==> src/rtl/ship_placer_rand.sv <==
// Places ships of length len..1 at pseudo-random, non-overlapping, in-bounds positions on an
// N x N board, retrying each ship up to MAX_TRIES times before flagging an error.
module ship_placer_rand #(
  parameter int          N         = 5,
  parameter int          CELL_W    = 3,
  parameter int          MAX_SHIPS = 5,
  parameter int          MAX_TRIES = 64,
  parameter logic [15:0] SEED      = 16'hACE1
) (
  input  logic                               clk,
  input  logic                               rst_n,
  input  logic                               start,
  input  logic [2:0]                         ship_count,
  input  logic [N-1:0][N-1:0][CELL_W-1:0]    board_in,
  output logic [N-1:0][N-1:0][CELL_W-1:0]    board_out,
  output logic                               busy,
  output logic                               placed,
  output logic                               error,
  output logic [2:0]                         state_dbg
);

  // One extra bit beyond the row/col range so row+len-1 can never wrap.
  localparam int IW = $clog2(N) + 1;
  localparam int TW = $clog2(MAX_TRIES + 1);

  // Handshake: start is a level sampled only in IDLE/DONE/FAIL; while busy it is ignored.
  typedef enum logic [2:0] {
    S_IDLE  = 3'd0,
    S_LOAD  = 3'd1,
    S_PICK  = 3'd2,
    S_CHECK = 3'd3,
    S_RETRY = 3'd4,
    S_WRITE = 3'd5,
    S_DONE  = 3'd6,
    S_FAIL  = 3'd7
  } state_t;

  state_t              state;
  state_t              state_nxt;
  logic [15:0]         lfsr;
  logic [TW-1:0]       tries;
  logic [2:0]          len;
  logic [IW-1:0]       row;
  logic [IW-1:0]       col;
  logic [IW-1:0]       k;
  logic                vert;

  logic [2:0]          load_len;
  logic [IW-1:0]       len_w;
  logic [IW-1:0]       pick_row;
  logic [IW-1:0]       pick_col;
  logic                pick_vert;
  logic [IW-1:0]       pick_end;
  logic [IW-1:0]       cur_row;
  logic [IW-1:0]       cur_col;
  logic [CELL_W-1:0]   cur_cell;
  logic [N-1:0][N-1:0] ship_mask;
  logic [15:0]         lfsr_nxt;

  always_comb begin
    lfsr_nxt = {1'b0, lfsr[15:1]} ^ (lfsr[0] ? 16'hB400 : 16'h0000);
  end

  always_comb begin
    load_len = ship_count;
    if (int'(ship_count) > MAX_SHIPS) load_len = 3'(MAX_SHIPS);
  end

  // len never exceeds N outside LOAD, so the truncation is lossless where it matters.
  always_comb begin
    len_w     = IW'(len);
    pick_row  = IW'(lfsr[7:0] % 8'(N));
    pick_col  = IW'(lfsr[15:8] % 8'(N));
    pick_vert = lfsr[0];
    pick_end  = (pick_vert ? pick_row : pick_col) + len_w - IW'(1);
    cur_row   = vert ? row + k : row;
    cur_col   = vert ? col : col + k;
  end

  always_comb begin
    cur_cell  = '0;
    ship_mask = '0;
    for (int r = 0; r < N; r++) begin
      for (int c = 0; c < N; c++) begin
        if (cur_row == IW'(r) && cur_col == IW'(c)) cur_cell = board_out[r][c];
        if (vert)
          ship_mask[r][c] = (IW'(c) == col) && (IW'(r) >= row) && (IW'(r) < row + len_w);
        else
          ship_mask[r][c] = (IW'(r) == row) && (IW'(c) >= col) && (IW'(c) < col + len_w);
      end
    end
  end

  always_ff @(posedge clk) begin
    if (!rst_n) state <= S_IDLE;
    else        state <= state_nxt;
  end

  always_comb begin
    state_nxt = state;
    unique case (state)
      S_IDLE, S_DONE, S_FAIL: if (start) state_nxt = S_LOAD;
      S_LOAD: begin
        if (load_len == 3'd0)         state_nxt = S_DONE;
        else if (int'(load_len) > N)  state_nxt = S_FAIL;
        else                          state_nxt = S_PICK;
      end
      S_PICK:  state_nxt = (pick_end > IW'(N - 1)) ? S_RETRY : S_CHECK;
      S_CHECK: begin
        if (cur_cell != '0)               state_nxt = S_RETRY;
        else if (k == len_w - IW'(1))     state_nxt = S_WRITE;
      end
      S_RETRY: state_nxt = (tries + TW'(1) == TW'(MAX_TRIES)) ? S_FAIL : S_PICK;
      S_WRITE: state_nxt = (len == 3'd1) ? S_DONE : S_PICK;
      default: state_nxt = S_IDLE;
    endcase
  end

  always_comb begin
    busy      = !(state == S_IDLE || state == S_DONE || state == S_FAIL);
    placed    = (state == S_DONE);
    error     = (state == S_FAIL);
    state_dbg = state;
  end

  // Datapath: the board only changes in LOAD and WRITE.
  always_ff @(posedge clk) begin
    if (!rst_n) begin
      board_out <= '0;
      lfsr      <= SEED;
      tries     <= '0;
      len       <= '0;
      row       <= '0;
      col       <= '0;
      k         <= '0;
      vert      <= 1'b0;
    end else begin
      lfsr <= lfsr_nxt;
      unique case (state)
        S_LOAD: begin
          board_out <= board_in;
          len       <= load_len;
          tries     <= '0;
        end
        S_PICK: begin
          row  <= pick_row;
          col  <= pick_col;
          vert <= pick_vert;
          k    <= '0;
        end
        S_CHECK: k <= k + IW'(1);
        S_RETRY: tries <= tries + TW'(1);
        S_WRITE: begin
          for (int r = 0; r < N; r++)
            for (int c = 0; c < N; c++)
              if (ship_mask[r][c]) board_out[r][c] <= CELL_W'(len);
          len   <= len - 3'd1;
          tries <= '0;
        end
        default: ;
      endcase
    end
  end

endmodule
==> config.mk <==
export PLATFORM = sky130hd
export DESIGN_NAME = ship_placer_rand
export DESIGN_NICKNAME = d
export VERILOG_FILES = /design/src/rtl/ship_placer_rand.sv
export SDC_FILE = /design/constraint.sdc
export NUM_CORES = 1
export LEC_CHECK = 0
export CAP_MARGIN = 20
export CELL_PAD_IN_SITES_DETAIL_PLACEMENT = 1
export CELL_PAD_IN_SITES_GLOBAL_PLACEMENT = 1
export CORE_AREA = 2 2 152 154
export CTS_CLUSTER_SIZE = 24
export DETAILED_ROUTE_END_ITERATION = 8
export DIE_AREA = 0 0 154 156
export PLACE_DENSITY_LB_ADDON = 0.1
export SLEW_MARGIN = 20
export SYNTH_ARGS = -nofsm -noshare
export SYNTH_HDL_FRONTEND = slang
export SYNTH_SLANG_ARGS = --single-unit
==> constraint.sdc <==
create_clock -name clk -period 7.1 [get_ports clk]
set_input_delay 1.065 -clock clk [delete_from_list [all_inputs] [get_ports clk]]
set_output_delay 1.065 -clock clk [all_outputs]
set_load 0.01 [all_outputs]
==> summary.md, run 1 <==
| Metric | Value |
|---|---|
| Vias in the first global route | `9,373` |
| Slew Viols, Final | `0` |
| First-pass GRT wire length | `53,350 um` |
| DR WL/cell | `21.98 um` |
| Initial Util | `38.23%` |
| XOR/XNOR share of the synthesized area | `3.059%` |
| Yosys warns | `0` |
| Placed wire-length estimate | `24,970 um` |
| Largest net degree at the start of global routing | `76` |
| Worst slew pin tran | `1.086 ns` |
| # hold bufs at CTS | `0` |
| Synth Area per Inst | `7.519 um^2` |
| Internal power | `2.318 mW` |
| Post-Syn Nets | `1,251` |
| Routed vias | `9,502` |
| Clock Root Buffer | `clkbuf_16` |
| EDFF count, synth | `0` |
| Post-CTS Repair Setup Buffers | `0` |
| Fraction of the mapped netlist area in adder cells | `5.269%` |
| Initial antenna violation count | `0` |
| Fill cells | `2,737` |
| Hold Fails Final Rpt | `0` |
| Post-route DRC | `0` |
| Fraction of registers with async set/reset | `0%` |
| Power Dens Cells | `397.3 nW/um^2` |
| Startpoint types | `register` |
| Via/cell ratio | `6.103` |
| CP max FO | `13` |
| CTS resizes | `0` |
| Routed WL | `34,220 um` |
| I/O pins | `162` |
| Max clock buf depth | `2` |
| Reg clk slew, reported paths | `0.06 ns` |
| LEAKAGE | `3.917 nW` |
| Port bufs | `161` |
| Net Sw Power | `2.032 mW` |
| Nets | `1,373` |
| Peak supply drop | `0.1620 mV` |
| Site Rows | `55` |
| Gr ovfl total | `0` |
| Dominant synthesized flop cell | `dfxtp_1` |
| Compound-Gate Fraction of Synth Area | `30.46%` |
| Routability cong. | `1.004` |
| Synthesis-to-finish area growth | `28.07%` |
| Max-Slew Margin vs Limit | `27.58%` |
| Share of layout cells above drive strength 1 | `5.975%` |
| Yosys cell types | `84` |
| Sink Count | `117` |
| Critical path's top delay family | `compound AO/OA/AOI/OAI gates` |
| CP Data Arrival Time | `6.67 ns` |
| Net Sw Frac | `46.71%` |
| Post-Synth Simple-Gate Area | `26.42%` |
| Num CTS Buffers | `17` |
| Status | `finished, final reports clean` |
| Critical path's most frequent cell | `ha_1` |
| Commonest cells after routing, fill and taps aside | `clkdlybuf4s50_1 (161), nor2_1 (129), dfxtp_1 (117), a21oi_1 (106), nand2_1 (97)` |
| Die W | `154 um` |
| Setup TNS | `0 ns` |
| Register area share after synthesis | `27.40%` |
| RSZ-0062 raised after global routing | `no` |
| Largest family of logic cells by synthesized area | `compound AO/OA/AOI/OAI gates` |
| CTS tree | `done` |
| Buf+Inv Stages, Crit Path | `3` |
| Most common cell after layout, fill and taps aside | `clkdlybuf4s50_1` |
| Syn Std Cell Area | `8549 um^2` |
| Total GRT Usage | `28.18%` |
| Final setup viols | `0` |
| Combinational Power Share | `54.5%` |
| Flop pwr share | `24.4%` |
| Peak Freq | `156.3 MHz` |
| Cells after Synth | `1,137` |
| # H-tree levels | `4` |
| Max incr delay on CP | `0.54 ns` |
| Worst Skew | `0.01208 ns` |
| Die Span Y | `156 um` |
| Crit path max-delay cell type | `dfxtp_1` |
| Drt pass-1 iters | `5` |
| Die footprint | `24,020 um^2` |
| Fin Hold WS | `0.4949 ns` |
| DR iter-0 viols | `759` |
| Ant diodes | `0` |
| Hold Path Class | `reg2reg` |
| Max-Cap Viols | `0` |
| Synth Register Bits | `117` |
| Setup CP Type | `reg2reg` |
| Number of routed nets with antenna violations | `0` |
| Fin crit period | `6.399 ns` |
| Core ar. | `22,370 um^2` |
| Proportion of synthesized area in mux cells | `2.415%` |
| Crit path required time | `7.37 ns` |
| Clk pwr share | `21.0%` |
| Post-route clock period utilization | `90.12%` |
| CP Capture Type | `register` |
| Clock insertion delay at the later pin of the skew report | `0.43 ns` |
final timing paths:
kind	start	end	slack, ns	cells past startpoint
setup / recovery	lfsr[5]	state_dbg[1]	0.70	26
hold / removal	tries[1]	tries[1]	0.49	2
setup reg to reg	lfsr[5]	state_dbg[1]	0.70	26
hold reg to reg	tries[1]	tries[1]	0.49	2
cell families (layout without fill, tap and decap cells):
| group | Yosys count | count (layout) |
|---|---|---|
| and+or+nand+nor | 460 | 460 |
| AOI/OAI and AO/OA | 373 | 373 |
| DFF | 117 | 117 |
| buffers and inverters | 105 | 240 |
| adders and majority gates | 33 | 33 |
| xor gates and xnor gates | 29 | 29 |
| muxes | 20 | 20 |
metrics by stage:
| stage | instance area [um^2] | worst slack, ns | cells | total power [mW] | util, % |
|---|---|---|---|---|---|
| final | 10950 | 0.7012 | 1557 | 4.350 | 48.96 |
| after global routing | 10950 | 0.1244 | 1557 | 4.596 | 48.96 |
| after CTS | 10950 | 0.7005 | 1557 | 4.326 | 48.96 |
| after detailed placement | 10340 | 0.7850 | 1525 | 3.394 | 46.24 |
| after global placement | 10340 | 0.9495 | 1525 | 3.346 | 46.24 |
| after floorplan | 8549 | 1.623 | 1137 | 2.467 | - |
state kept, by name (all words and copies together), names as in the netlist:
name and cells:
board_out 75, col 4, k 4, len 3, lfsr 16, row 4
state_dbg 3, tries 7, vert 1
power by group through the flow:
stage | Sequential (mW) | Clock (mW) | Combinational [mW]
after detailed placement | 1.07 | 0 | 2.32
after global routing | 1.09 | 0.946 | 2.56
final | 1.06 | 0.915 | 2.37
after global placement | 1.07 | 0 | 2.28
after floorplan | 1.02 | 0 | 1.44
after CTS | 1.06 | 0.924 | 2.34
synth_stat cells (13+ instances only):
master	instances	area, um^2
nand2b_1	25	156.4
and2_1	15	93.84
inv_1	30	112.6
clkbuf_1	53	198.9
a21oi_1	107	535.5
nor2_1	131	491.7
nand3_1	34	170.2
mux2i_1	15	150.1
o21ai_0	33	165.2
dfxtp_1	117	2342
a211oi_1	72	540.5
a311oi_1	13	113.9
nand2_1	98	367.9
ha_1	28	350.3
nor3_1	66	330.3
xnor2_1	23	201.4
nor2b_1	26	162.7
area by class of cell:
cell class | instances | area, um^2 | area share [%]
clock buffers | 18 | 429.2 | 3.920
flip-flops and latches | 117 | 2342 | 21.39
well taps | 285 | 356.6 | 3.257
repair buffers | 175 | 1717 | 15.68
inverters | 33 | 125.1 | 1.143
multi-input cells | 915 | 5802 | 52.99
clock inverters | 14 | 177.7 | 1.623
metal layers:
layer	vias to the layer above	GRT usage [%]	part of all wire (%)
li1	4477	-	-
met1	4631	39.76	47
met2	347	43.50	44
met3	47	5.861	7.3
met4	0	7.833	1.8
met5	-	0	0
worst min-delay path, cell delays in order, from the launching register on:
cell and delay, ns:
dfxtp_1 0.32, nand3_1 0.07, a21oi_1 0.06
Power figures use the tool's default switching activity.
==> run 2, diff against run 1 <==
--- a/config.mk
+++ b/config.mk
@@ -12,7 +12,8 @@
 export CTS_CLUSTER_SIZE = 24
 export DETAILED_ROUTE_END_ITERATION = 8
 export DIE_AREA = 0 0 154 156
-export PLACE_DENSITY_LB_ADDON = 0.1
+export PLACE_DENSITY_LB_ADDON = 0.3
+export SKIP_LAST_GASP = 1
 export SLEW_MARGIN = 20
 export SYNTH_ARGS = -nofsm -noshare
 export SYNTH_HDL_FRONTEND = slang
==> run 2 against run 1 <==
Effect of this change: non-clock buffer count is 1 higher; power down 1.5%; combinational power down 2%; setup slack worse by 0.090 ns; clock power is 5.9% lower; die area unchanged; count of clock-buffer cells in the layout is the same; largest power group unchanged; register-to-register slack got worse by 0.09 ns; cell count hardly changed; critical endpoint unchanged; critical path type unchanged.
==> summary.md, run 2 (same netlist as run 1, synthesis figures left out) <==
| Metric | Value |
|---|---|
| Worst slew pin tran | `1.100 ns (+0.01331 ns)` |
| Placed wire-length estimate | `24,820 um (-0.60%)` |
| Post-route clock period utilization | `91.39% (+1.3 points)` |
| Fin Hold WS | `0.5230 ns (+0.02806 ns)` |
| Largest register by flop count | `board_out` |
| CP Data Arrival Time | `6.76 ns (+0.09 ns)` |
| Final Total Pwr | `4.287 mW (-1.5%)` |
| Power Dens Cells | `392.8 nW/um^2 (-1.1%)` |
| Peak Freq | `154.1 MHz (-1.4%)` |
| Via/cell ratio | `6.153 (+0.83%)` |
| Startpoint types | `register` |
| Commonest cells after routing, fill and taps aside | `clkdlybuf4s50_1 (161), nor2_1 (129), dfxtp_1 (117), a21oi_1 (107), nand2_1 (97)` |
| Most common cell after layout, fill and taps aside | `clkdlybuf4s50_1` |
| Crit path max-delay cell type | `dfxtp_1` |
| Setup TNS | `0 ns (unchanged)` |
| Nets | `1,374 (+0.073%)` |
| Gr ovfl total | `0 (unchanged)` |
| Max incr delay on CP | `0.55 ns (about the same)` |
| Placed insts | `1,526 (+0.066%)` |
| Worst Skew | `0.01520 ns (+0.003113 ns)` |
| First-pass GRT wire length | `53,410 um (+0.10%)` |
| CP max FO | `13 (unchanged)` |
| Port bufs | `161 (unchanged)` |
| Share of layout cells above drive strength 1 | `6.049% (+0.074 points)` |
| CTS tree | `done` |
| Setup CP Type | `reg2reg` |
| Initial antenna violation count | `0 (unchanged)` |
| # hold bufs at CTS | `0 (unchanged)` |
| Met3 usage | `7.333% (+1.5 points)` |
| Initial Util | `38.23% (unchanged)` |
| Sequential cell area | `2342 um^2 (unchanged)` |
| Reg clk slew, reported paths | `0.06 ns (about the same)` |
| LEAKAGE | `3.914 nW (about the same)` |
| Final Non-Filler Cells | `1,558 (+0.064%)` |
| Status | `finished, final reports clean` |
| Crit path required time | `7.37 ns (about the same)` |
| Final setup viols | `0 (unchanged)` |
| Die Span Y | `156 um (unchanged)` |
| Routability cong. | `0.9620 (-4.1%)` |
| Sink Count | `117 (unchanged)` |
| DR WL/cell | `21.77 um (-0.94%)` |
| Max-Slew Margin vs Limit | `26.70% (-0.89 points)` |
| R2r endpoint | `state_dbg[1]` |
| Flop pwr share | `25.5% (+1.1 points)` |
| Critical path's most frequent cell | `ha_1` |
| Peak supply drop | `0.1793 mV (+11%)` |
| CP Capture Type | `register` |
| # H-tree levels | `4 (unchanged)` |
| Hold path start | `tries[1]` |
| Internal power | `2.262 mW (-2.4%)` |
| Max reg flops | `75 (unchanged)` |
| Combinational Power Share | `54.5% (about the same)` |
| Clock Root Buffer | `clkbuf_16` |
| Die W | `154 um (unchanged)` |
| Post-CTS Repair Setup Buffers | `0 (unchanged)` |
| Fill cells | `2,746 (+0.33%)` |
| I/O pins | `162 (unchanged)` |
| Largest net degree at the start of global routing | `79 (+3.9%)` |
| Destination of the worst hold path | `tries[1]` |
| Drt pass-1 iters | `5 (unchanged)` |
| Synthesis-to-finish area growth | `27.63%` |
| Slew Viols, Final | `0 (unchanged)` |
| Flop-to-flop setup slack | `0.61 ns (-0.09 ns)` |
| Max-Cap Viols | `0 (unchanged)` |
| M2 GR Usage | `44.65% (+1.2 points)` |
| Total GRT Usage | `27.97% (-0.21 points)` |
| Net Sw Frac | `47.24% (+0.53 points)` |
| Net Sw Power | `2.025 mW (-0.35%)` |
| Die footprint | `24,020 um^2 (unchanged)` |
| Hold Path Class | `reg2reg` |
| GR Util met1 | `37.74% (-2.0 points)` |
| Hold Path Stages | `2 (unchanged)` |
| Core ar. | `22,370 um^2 (unchanged)` |
| Combined area of the multi-input logic cells | `5788 um^2 (-0.24%)` |
| Vias in the first global route | `9,655 (+3.0%)` |
| Fin crit period | `6.489 ns (+0.09010 ns)` |
| Max clock buf depth | `2 (unchanged)` |
| Routed WL | `33,920 um (-0.88%)` |
| CTS resizes | `0 (unchanged)` |
| Worst r2r path cells | `26 (unchanged)` |
| Post-route DRC | `0 (unchanged)` |
| Reg-to-Reg Start | `lfsr[5]` |
| Grt peak-use layer | `met2` |
| Top Registers | `board_out (75), lfsr (16), tries (7)` |
| Site Rows | `55 (unchanged)` |
| Clock insertion delay at the later pin of the skew report | `0.43 ns (about the same)` |
| RSZ-0062 raised after global routing | `no` |
| Hold Fails Final Rpt | `0 (unchanged)` |
| DR iter-0 viols | `799 (+5.3%)` |
| Ant diodes | `0 (unchanged)` |
| Clk pwr share | `20.1% (-0.9 points)` |
| Num CTS Buffers | `17 (unchanged)` |
| Number of routed nets with antenna violations | `0 (unchanged)` |
| Routed vias | `9,587 (+0.89%)` |
==> run 2: final cells by class <==
class	instances	area share, %
Inverter	33	1.147
Multi-Input combinational cell	915	53.04
Sequential cell	117	21.47
Timing Repair Buffer	176	15.80
Tap cell	285	3.268
Clock buffer	18	4.025
Clock inverter	14	1.250
==> run 2: per-layer routing <==
metal / vias to the layer above / wire length [um]
met5: - / 0
met4: 0 / 569
met3: 44 / 2708
met2: 377 / 15110
met1: 4687 / 15530
li1: 4479 / -
==> run 2: power groups by stage <==
| stage | sequential [mW] | clock, mW | combinational [mW] |
|---|---|---|---|
| final | 1.09 | 0.861 | 2.33 |
| after global routing | 1.12 | 0.899 | 2.53 |
| after CTS | 1.08 | 0.869 | 2.29 |
| after detailed placement | 1.10 | 0 | 2.27 |
| after global placement | 1.09 | 0 | 2.20 |
| after floorplan | 1.02 | 0 | 1.44 |
==> run 2: worst max-delay path: cells and delay by family (launching register included) <==
kind                       cells  cell delay [ns]
AOI/OAI and AO/OA              9             2.30
buffers and inverters          3             0.22
DFF                            1             0.55
xor gates and xnor gates       1             0.12
muxes                          1             0.41
and+or+nand+nor                7             1.35
adders and majority gates      5             1.40
==> run 2: worst max path at each step <==
stage	startpoint	endpoint	slack, ns	depth (start not counted)
global placement	lfsr[5]	state_dbg[1]	1.01	26
global route	lfsr[5]	state_dbg[1]	0.14	26
CTS	lfsr[5]	state_dbg[1]	0.60	26
floorplan	lfsr[3]	state_dbg[1]	1.62	26
finish	lfsr[5]	state_dbg[1]	0.61	26
detailed placement	lfsr[5]	state_dbg[1]	0.71	26
==> run 2: per-stage QoR <==
step | cell area [um^2] | util (%) | setup slack, ns
2_1_floorplan | 8549 | - | 1.623
3_3_place_gp | 10340 | 46.22 | 1.007
3_5_place_dp | 10340 | 46.22 | 0.7069
4_1_cts | 10910 | 48.79 | 0.6015
5_1_grt | 10910 | 48.79 | 0.1362
6_report | 10910 | 48.79 | 0.6111
==> run 3, diff against run 2 <==
==> constraint.sdc (replaced) <==
create_clock -name clk -period 7.1 [get_ports clk]
set_input_delay 0.71 -clock clk [delete_from_list [all_inputs] [get_ports clk]]
set_output_delay 0.71 -clock clk [all_outputs]
set_load 0.01 [all_outputs]
==> run 3 against run 2 <==
Effect of this change: sequential power barely moved; count of clock-buffer cells in the layout fell by 1; wire length rose by 2.2%; die area did not move; fmax fell by 0.44%; combinational power barely moved; core utilization rose by 0.11 points.
==> summary.md, run 3 (same netlist as run 1, synthesis figures left out) <==
| Metric | Value |
|---|---|
| Setup CP Type | `reg2reg` |
| Clock Root Buffer | `clkbuf_16` |
| Crit path max-delay cell type | `dfxtp_1` |
| Startpoint types | `register` |
| Die Span Y | `156 um (unchanged)` |
| Critical path's most frequent cell | `ha_1` |
| Die W | `154 um (unchanged)` |
| Placed wire-length estimate | `25,000 um (+0.73%)` |
| Hold Path Class | `reg2reg` |
| Fill cells | `2,727 (-0.69%)` |
| First-pass GRT wire length | `54,310 um (+1.7%)` |
| Die footprint | `24,020 um^2 (unchanged)` |
| CTS resizes | `0 (unchanged)` |
| CP Capture Type | `register` |
| Vias in the first global route | `9,721 (+0.68%)` |
| Max clock buf depth | `2 (unchanged)` |
| Fin crit period | `6.518 ns (+0.02878 ns)` |
| Sink Count | `117 (unchanged)` |
| DR WL/cell | `22.23 um (+2.1%)` |
| DR iter-0 viols | `741 (-7.3%)` |
| RSZ-0062 raised after global routing | `no` |
| Largest register by flop count | `board_out` |
| Power Dens Cells | `396.2 nW/um^2 (+0.86%)` |
| CTS tree | `done` |
| LEAKAGE | `3.935 nW (+0.53%)` |
| # hold bufs at CTS | `0 (unchanged)` |
| Reg clk slew, reported paths | `0.06 ns (about the same)` |
| Final setup viols | `0 (unchanged)` |
| Final Total Pwr | `4.333 mW (+1.1%)` |
| Post-route DRC | `0 (unchanged)` |
| Port bufs | `161 (unchanged)` |
| CP Data Arrival Time | `6.79 ns (+0.03 ns)` |
| Top Registers | `board_out (75), lfsr (16), tries (7)` |
| Initial Util | `38.23% (unchanged)` |
| Drt pass-1 iters | `5 (unchanged)` |
| Peak supply drop | `0.1675 mV (-6.6%)` |
| Total GRT Usage | `28.56% (+0.58 points)` |
| Max incr delay on CP | `0.57 ns (+0.02 ns)` |
| Worst Skew | `0.01337 ns (-0.001822 ns)` |
| Share of layout cells above drive strength 1 | `6.122% (+0.074 points)` |
| Max-Slew Margin vs Limit | `25.87% (-0.83 points)` |
| Routability cong. | `0.9698 (+0.81%)` |
| Num CTS Buffers | `17 (unchanged)` |
| Setup TNS | `0 ns (unchanged)` |
| Commonest cells after routing, fill and taps aside | `clkdlybuf4s50_1 (161), nor2_1 (129), dfxtp_1 (117), a21oi_1 (107), nand2_1 (97)` |
| Peak Freq | `153.4 MHz (-0.44%)` |
| I/O pins | `162 (unchanged)` |
| Routed vias | `9,696 (+1.1%)` |
| Post-route clock period utilization | `91.80% (+0.41 points)` |
| Via/cell ratio | `6.219 (+1.1%)` |
| Clock insertion delay at the later pin of the skew report | `0.44 ns (about the same)` |
| Number of routed nets with antenna violations | `0 (unchanged)` |
| CP max FO | `13 (unchanged)` |
| Worst slew pin tran | `1.112 ns (+0.01238 ns)` |
| Routed WL | `34,660 um (+2.2%)` |
| Ant diodes | `0 (unchanged)` |
| # H-tree levels | `4 (unchanged)` |
| Core ar. | `22,370 um^2 (unchanged)` |
| Largest net degree at the start of global routing | `64 (-19%)` |
| Nets | `1,375 (+0.073%)` |
| Slew Viols, Final | `0 (unchanged)` |
| Synthesis-to-finish area growth | `27.92%` |
| Most common cell after layout, fill and taps aside | `clkdlybuf4s50_1` |
| Fin Hold WS | `0.4977 ns (-0.02526 ns)` |
| Post-CTS Repair Setup Buffers | `0 (unchanged)` |
| Crit path required time | `7.37 ns (about the same)` |
| Max reg flops | `75 (unchanged)` |
| Site Rows | `55 (unchanged)` |
| Initial antenna violation count | `0 (unchanged)` |
| Hold Fails Final Rpt | `0 (unchanged)` |
| Max-Cap Viols | `0 (unchanged)` |
| Status | `finished, final reports clean` |
| Gr ovfl total | `0 (unchanged)` |
run 3: changes by cell type in the layout (fill, tap and decap cells not counted), sizes merged:
cell      delta
buf          +1
clkinvlp     -2
clkinv       +4
inv          -2
bufinv       +1
clkbuf       -1
run 3: report_power, final:
part / internal, mW / switching, mW / leakage (nW)
Combinational: 0.938 / 1.41 / 2.69
Sequential: 0.824 / 0.261 / 0.959
Clock: 0.525 / 0.373 / 0.291
run 3: area by class of cell:
class / count / area (um^2) / area share, %
Timing Repair Buffer: 177 / 1732 / 15.83
Tap cell: 285 / 356.6 / 3.261
Inverter: 33 / 125.1 / 1.144
Sequential cell: 117 / 2342 / 21.42
Multi-Input combinational cell: 915 / 5788 / 52.92
Clock buffer: 17 / 425.4 / 3.890
Clock inverter: 15 / 167.7 / 1.533
run 3: worst paths after layout:
check	startpoint	to	slack, ns	depth (start not counted)
setup / recovery	lfsr[5]	state_dbg[1]	0.58	26
hold / removal	tries[1]	tries[1]	0.50	2
setup reg to reg	lfsr[5]	state_dbg[1]	0.58	26
hold reg to reg	tries[1]	tries[1]	0.50	2
run 3: stage by stage:
step                      worst slack (ns)  utilization [%]  area, um^2  std cells
after floorplan                      1.623                -        8549       1137
after global placement               1.006            46.25       10340       1527
after detailed placement            0.6720            46.25       10340       1527
final                               0.5823            48.90       10940       1559
after global routing               0.06466            48.90       10940       1559
after CTS                           0.5822            48.90       10940       1559
run 3: worst max-delay path, delay by kind of cell, from the launching register on:
kind	cells	cell delay [ns]
compound gates	9	2.28
fa+ha+maj	5	1.39
simple gates	7	1.36
flops	1	0.57
mux	1	0.41
buf+inv	3	0.21
xor+xnor	1	0.12
run 3: routing by layer:
metal,up-vias,wire [um],global-route usage (%)
met5,-,0,0
met4,0,705,9.034
met3,56,2687,6.556
met2,396,15720,45.72
met1,4758,15550,38.20
li1,4486,-,-
